`src/rtl/kbd_event_sequencer.sv`:
```
// Queues Pi key make/break events, keeps a shadow of the 10-row key matrix
// and paces matrix row writes so every change is seen by a CPU scan.
module kbd_event_sequencer #(
    parameter int FIFO_DEPTH   = 16,
    parameter int MIN_SCANS    = 2,
    parameter int HOLD_TIMEOUT = 200000
) (
    input  logic        clk,
    input  logic        reset_b,
    input  logic        evt_valid,
    output logic        evt_ready,
    input  logic [3:0]  evt_row,
    input  logic [2:0]  evt_col,
    input  logic        evt_make,
    input  logic        evt_clear,
    input  logic [15:0] pi_addr,
    input  logic [7:0]  pi_data,
    input  logic        pi_write_strobe,
    input  logic [1:0]  bus_addr,
    input  logic [7:0]  bus_data_in,
    input  logic        pia1_enabled_in,
    input  logic        cpu_write_strobe,
    output logic [15:0] kbd_addr,
    output logic [7:0]  kbd_data,
    output logic        kbd_write_strobe,
    output logic [4:0]  fifo_count,
    output logic        busy,
    output logic        err_bad_row
);
    localparam int AW = $clog2(FIFO_DEPTH);
    localparam int CW = AW + 1;
    localparam int TW = $clog2(HOLD_TIMEOUT);
    localparam int SW = $clog2(MIN_SCANS + 1) + 1;

    typedef enum logic [1:0] {IDLE, WRITE, HOLD, CLEAR} state_t;

    state_t        state, state_nx;
    logic [7:0]    mem [FIFO_DEPTH];
    logic [AW-1:0] wr_ptr, rd_ptr;
    logic [CW-1:0] count;
    logic [7:0]    shadow [10];
    logic [3:0]    cur_row;
    logic [2:0]    cur_col;
    logic          cur_make;
    logic [3:0]    clr_row;
    logic [SW-1:0] scan_cnt;
    logic [TW-1:0] timer;

    logic [7:0] head;
    logic [3:0] head_row;
    logic       head_ok;
    logic [7:0] head_val;
    logic [7:0] wr_val;
    logic       push, pop;
    logic       pi_hit, scan_hit;
    logic       seq_go, clr_go;
    logic       unused_hi;

    // Make clears the key bit (pressed = 0), release sets it.
    function automatic logic [7:0] apply(input logic [7:0] val,
                                         input logic [2:0] col,
                                         input logic       make);
        logic [7:0] m;
        m = 8'h01 << col;
        return make ? (val & ~m) : (val | m);
    endfunction

    assign head     = mem[rd_ptr];
    assign head_row = head[7:4];
    assign head_ok  = head_row <= 4'd9;
    assign head_val = apply(shadow[head_row], head[3:1], head[0]);
    // Re-read the shadow so a raw write that landed during a stall is merged.
    assign wr_val   = apply(shadow[cur_row], cur_col, cur_make);

    assign evt_ready = count < CW'(FIFO_DEPTH);
    assign push      = evt_valid && evt_ready && !evt_clear;
    assign pop       = (state == IDLE) && (count != '0) && !evt_clear;
    assign pi_hit    = pi_write_strobe && (pi_addr[15:4] == 12'hE80)
                       && (pi_addr[3:0] <= 4'd9);
    assign scan_hit  = cpu_write_strobe && pia1_enabled_in
                       && (bus_addr == 2'd0) && (bus_data_in[3:0] == cur_row);
    assign seq_go    = (state == WRITE) && !pi_write_strobe && !evt_clear;
    assign clr_go    = (state == CLEAR) && !pi_write_strobe && !evt_clear;

    assign fifo_count = 5'(count);
    assign busy       = (state != IDLE) || (count != '0);
    assign unused_hi  = ^bus_data_in[7:4];

    // State register.
    always_ff @(posedge clk) begin
        if (!reset_b) state <= IDLE;
        else          state <= state_nx;
    end

    // Next state and matrix write port mux; raw Pi writes win the port.
    always_comb begin
        state_nx         = state;
        kbd_addr         = 16'h0000;
        kbd_data         = 8'h00;
        kbd_write_strobe = 1'b0;
        unique case (state)
            IDLE:  if (pop && head_ok) state_nx = WRITE;
            WRITE: if (!pi_write_strobe) state_nx = HOLD;
            HOLD:  if (scan_cnt == SW'(MIN_SCANS) ||
                       timer == TW'(HOLD_TIMEOUT - 1)) state_nx = IDLE;
            CLEAR: if (!pi_write_strobe && clr_row == 4'd9) state_nx = IDLE;
            default: state_nx = IDLE;
        endcase
        if (evt_clear) state_nx = CLEAR;
        if (reset_b) begin
            if (pi_write_strobe) begin
                kbd_addr         = pi_addr;
                kbd_data         = pi_data;
                kbd_write_strobe = 1'b1;
            end else if (seq_go) begin
                kbd_addr         = {12'hE80, cur_row};
                kbd_data         = wr_val;
                kbd_write_strobe = 1'b1;
            end else if (clr_go) begin
                kbd_addr         = {12'hE80, clr_row};
                kbd_data         = 8'hFF;
                kbd_write_strobe = 1'b1;
            end
        end
    end

    // Event FIFO storage.
    always_ff @(posedge clk) begin
        if (push) mem[wr_ptr] <= {evt_row, evt_col, evt_make};
    end

    // FIFO pointers, current event, scan pacing and error flag.
    always_ff @(posedge clk) begin
        if (!reset_b) begin
            wr_ptr      <= '0;
            rd_ptr      <= '0;
            count       <= '0;
            err_bad_row <= 1'b0;
            cur_row     <= 4'd0;
            cur_col     <= 3'd0;
            cur_make    <= 1'b0;
            clr_row     <= 4'd0;
            scan_cnt    <= '0;
            timer       <= '0;
        end else if (evt_clear) begin
            wr_ptr  <= '0;
            rd_ptr  <= '0;
            count   <= '0;
            clr_row <= 4'd0;
        end else begin
            if (push) wr_ptr <= wr_ptr + AW'(1);
            if (pop)  rd_ptr <= rd_ptr + AW'(1);
            count <= count + CW'(push) - CW'(pop);
            if (pop && !head_ok) err_bad_row <= 1'b1;
            if (pop && head_ok) begin
                cur_row  <= head_row;
                cur_col  <= head[3:1];
                cur_make <= head[0];
            end
            if (state == WRITE) begin
                scan_cnt <= '0;
                timer    <= '0;
            end else if (state == HOLD) begin
                timer <= timer + TW'(1);
                if (scan_hit) scan_cnt <= scan_cnt + SW'(1);
            end
            if (clr_go) clr_row <= clr_row + 4'd1;
        end
    end

    // Shadow matrix: event updates, then raw Pi row writes on top.
    always_ff @(posedge clk) begin
        if (!reset_b || evt_clear) begin
            for (int i = 0; i < 10; i++) shadow[i] <= 8'hFF;
        end else begin
            if (pop && head_ok) shadow[head_row] <= head_val;
            if (seq_go) shadow[cur_row] <= wr_val;
            if (pi_hit) shadow[pi_addr[3:0]] <= pi_data;
        end
    end
endmodule
```
`config.mk`:
```
export PLATFORM = sky130hd
export DESIGN_NAME = kbd_event_sequencer
export DESIGN_NICKNAME = d
export VERILOG_FILES = /design/src/rtl/kbd_event_sequencer.sv
export SDC_FILE = /design/constraint.sdc
export NUM_CORES = 1
export LEC_CHECK = 0
export CAP_MARGIN = 20
export CORE_MARGIN = 3
export CORE_UTILIZATION = 60
export CTS_CLUSTER_DIAMETER = 150
export DETAILED_ROUTE_END_ITERATION = 8
export PLACE_DENSITY = 0.78
export SETUP_SLACK_MARGIN = 0.3
export SLEW_MARGIN = 10
export SYNTH_ARGS = -nofsm -noshare
export SYNTH_HDL_FRONTEND = slang
export SYNTH_SLANG_ARGS = --single-unit
export TNS_END_PERCENT = 5
```
`constraint.sdc`:
```
create_clock -name clk -period 5.47 [get_ports clk]
set_input_delay 0.8205 -clock clk [delete_from_list [all_inputs] [get_ports clk]]
set_output_delay 0.8205 -clock clk [all_outputs]
set_load 0.1 [all_outputs]
```
==> summary.md <==
| Metric | Value |
|---|---|
| Status | finished, final reports clean |
| Distinct cells, synth | 72 |
| Power Density | 307 nW/um2 |
| CP endpoint kind | flop |
| Met2 Usage GRT | 47.8% |
| Fin. Hold Viols | 0 |
| Synthesized area per cell | 12.4 um2 |
| Fraction of layout cells with a size suffix above 1 | 16.2% |
| I/O pin cnt | 82 |
| Hold_buf cts | 0 |
| Main synth FF type | edfxtp_1 |
| Post-synth ARST share | 0% |
| Post-Syn Area | 16200 um2 |
| Area occupied by multi-input gates | 6730 um2 |
| Area delta synth->final | 14.2% |
| Unrepaired setup endpoints after global routing | no |
| Placed Cells | 1672 |
| Post-Layout Cell Count | 1735 |
| Setup TNS | 0 ns |
| Commonest non-fill, non-tap cell in the layout | edfxtp_1 |
| Initial core utilization | 61.5% |
| Grt total ovfl | 0 |
| Highest-count cells in the layout ignoring fill and taps | 256 x edfxtp_1, 124 x nor2_1, 84 x a21oi_1 |
| Layout net count | 1444 |
| Net Count, Synth | 1379 |
| Initial DRC Count | 1720 |
| Core area | 26300 um2 |
| Avg Vias per Cell | 6.79 |
| Max Cap Viol | 0 |
| Grt met3 use | 6.46% |
| Largest net degree at the start of global routing | 43 |
| Drt wl/cell | 25.5 um |
| Routability cong. | 0.978 |
| Initial antenna violation count | 1 |
| Die Span Y | 170 um |
| Setup violations, final | 0 |
| Arr. time, crit path | 4.86 ns |
| Max VDD drop | 0.000372 V |
| Measured slew at the worst slew-check pin | 1.12 ns |
| Crit Path Class | flop to flop |
| Slew Limit Fails | 0 |
| Worst slew margin | 25.4% |
| Post-Syn Instances | 1308 |
| First-pass GRT wire length | 66.7 mm |
| DIE AREA | 29000 um2 |
| Root Driver | clkbuf_16 |
| Flip-flop and latch count after synthesis | 313 |
| # DRC | 0 |
| Number of port buffers | 77 |
| Fmax | 0.215 GHz |
| Routed vias | 11800 |
| HP Class | flop to flop |
| Resize count post-CTS | 0 |
| Crit path required time | 5.68 ns |
| Total routing usage reported by global routing | 30.4% |
| Clock transition at path regs | 0.06 ns |
| TritonCTS Buffers | 34 |
| GR peak layer | met2 |
| EDFF count, synth | 256 |
| Vias in the first global route | 11300 |
| YS warnings | 0 |
| Drt first pass iters | 8 |
| Die width | 170 um |
| Row count | 59 |
| CTS Sinks | 313 |
| Register Area | 8830 um2 |
| CTS tree | done |
| Final WL | 44.3 mm |
| Tcrit/Tclk final | 85.1% |
| Clk_lat worst skew | 0.53 ns |
| Critical Path Start Type | flop |
| M1 GR Usage | 43.6% |
| Final ANT Viol Nets | 0 |
| HPWL after detailed placement | 30.8 mm |
| Crit path time final | 4.65 ns |
| Clock Path Buffers | 3 |
| Worst Path Max Fanout | 42 |
| Sequential share of the synthesized area | 54.6% |
| Skew final | 0.0247 ns |
| Post-CTS Setup Inserts | 0 |
| Fillers | 1819 |
| Leakage | 0.00589 uW |
| H-tree depth | 2 |
## layout make-up
| cell class | instances | area share, % |
|---|---|---|
| flip-flops and latches | 313 | 47.8 |
| multi-input cells | 856 | 36.5 |
| repair buffers | 118 | 6.15 |
| clock buffers | 39 | 4.71 |
| well taps | 335 | 2.27 |
| clock inverters | 23 | 1.53 |
| inverters | 50 | 1.02 |
| diodes | 1 | 0.0136 |
## registers in the layout (all words and copies together), names as in the netlist, named ones only
register     cells
clr_row          4
shadow         128
wr_ptr           4
scan_cnt         3
fifo_count       5
rd_ptr           4
err_bad_row      1
cur_make         1
cur_row          4
cur_col          3
state            2
mem            128
timer           18
## cell usage after synthesis (all sizes together), types with 11 or more instances
cell	number	area [um2]
edfxtp	256	7690
nor2	125	472
a21oi	84	420
nand2	75	282
mux4	67	1510
mux2i	65	654
dfxtp	57	1140
inv	50	188
buf	45	270
clkbuf	44	165
o22a	42	368
o21ai	41	205
nor3	36	185
nand3	28	140
mux2	24	274
ha	21	263
xor2	20	175
nand4	18	113
nor2b	17	106
nor4	16	100
o31a	16	140
nand2b	15	93.8
a211oi	14	105
and3	14	87.6
nand3b	11	82.6
## cells by family (layout without fill, tap and decap cells)
group                      count (synthesis)  count (layout)  share of synthesized area [%]
and+or+nand+nor                          385             385                           11.7
DFF                                      313             313                           54.6
AOI/OAI and AO/OA                        264             264                           11.4
muxes                                    156             156                           15.1
buffers and inverters                    139             230                           3.85
xor gates and xnor gates                  29              29                           1.57
adders and majority gates                 22              22                           1.75
other                                      0               1                              0
## worst max-delay path, cell delays in order, from the launching register on
cell,delay [ns]
dfxtp_1,0.67
mux4_2,0.60
mux4_4,1.02
buf_4,0.43
o32a_1,0.51
nor3_1,0.79
buf_4,0.31
## layer usage
metal | wire, um | vias up
li1 | - | 5155
met1 | 17500 | 5798
met2 | 20500 | 720
met3 | 5160 | 100
met4 | 1140 | 0
met5 | 0 | -
## final timing paths
kind	from	to	slack [ns]	depth (start not counted)
max	flop	shadow[12][1]	0.82	6
min	err_bad_row	err_bad_row	0.48	2
max reg2reg	flop	shadow[12][1]	0.82	6
min reg2reg	err_bad_row	err_bad_row	0.48	2
## stage by stage
stage / setup slack, ns / hold WS [ns] / util [%] / cell area [um2] / power, uW
6_report: 0.818 / 0.483 / 70.2 / 18500 / 5680
5_1_grt: 0.628 / 0.521 / 70.2 / 18500 / 5830
4_1_cts: 0.904 / 0.485 / 70.2 / 18500 / 5680
3_5_place_dp: 0.963 / 0.467 / 65.8 / 17300 / 3340
3_3_place_gp: 1.00 / 0.457 / 65.8 / 17300 / 3320
2_1_floorplan: 0.424 / 0.449 / - / 16200 / 3120
## report_power, final
| part | total [uW] | internal (uW) | switching, uW |
|---|---|---|---|
| sequential | 2630 | 2590 | 34.4 |
| combinational | 675 | 215 | 460 |
| clock | 2370 | 1430 | 940 |
Note: power is estimated with default switching activity, not from simulation.
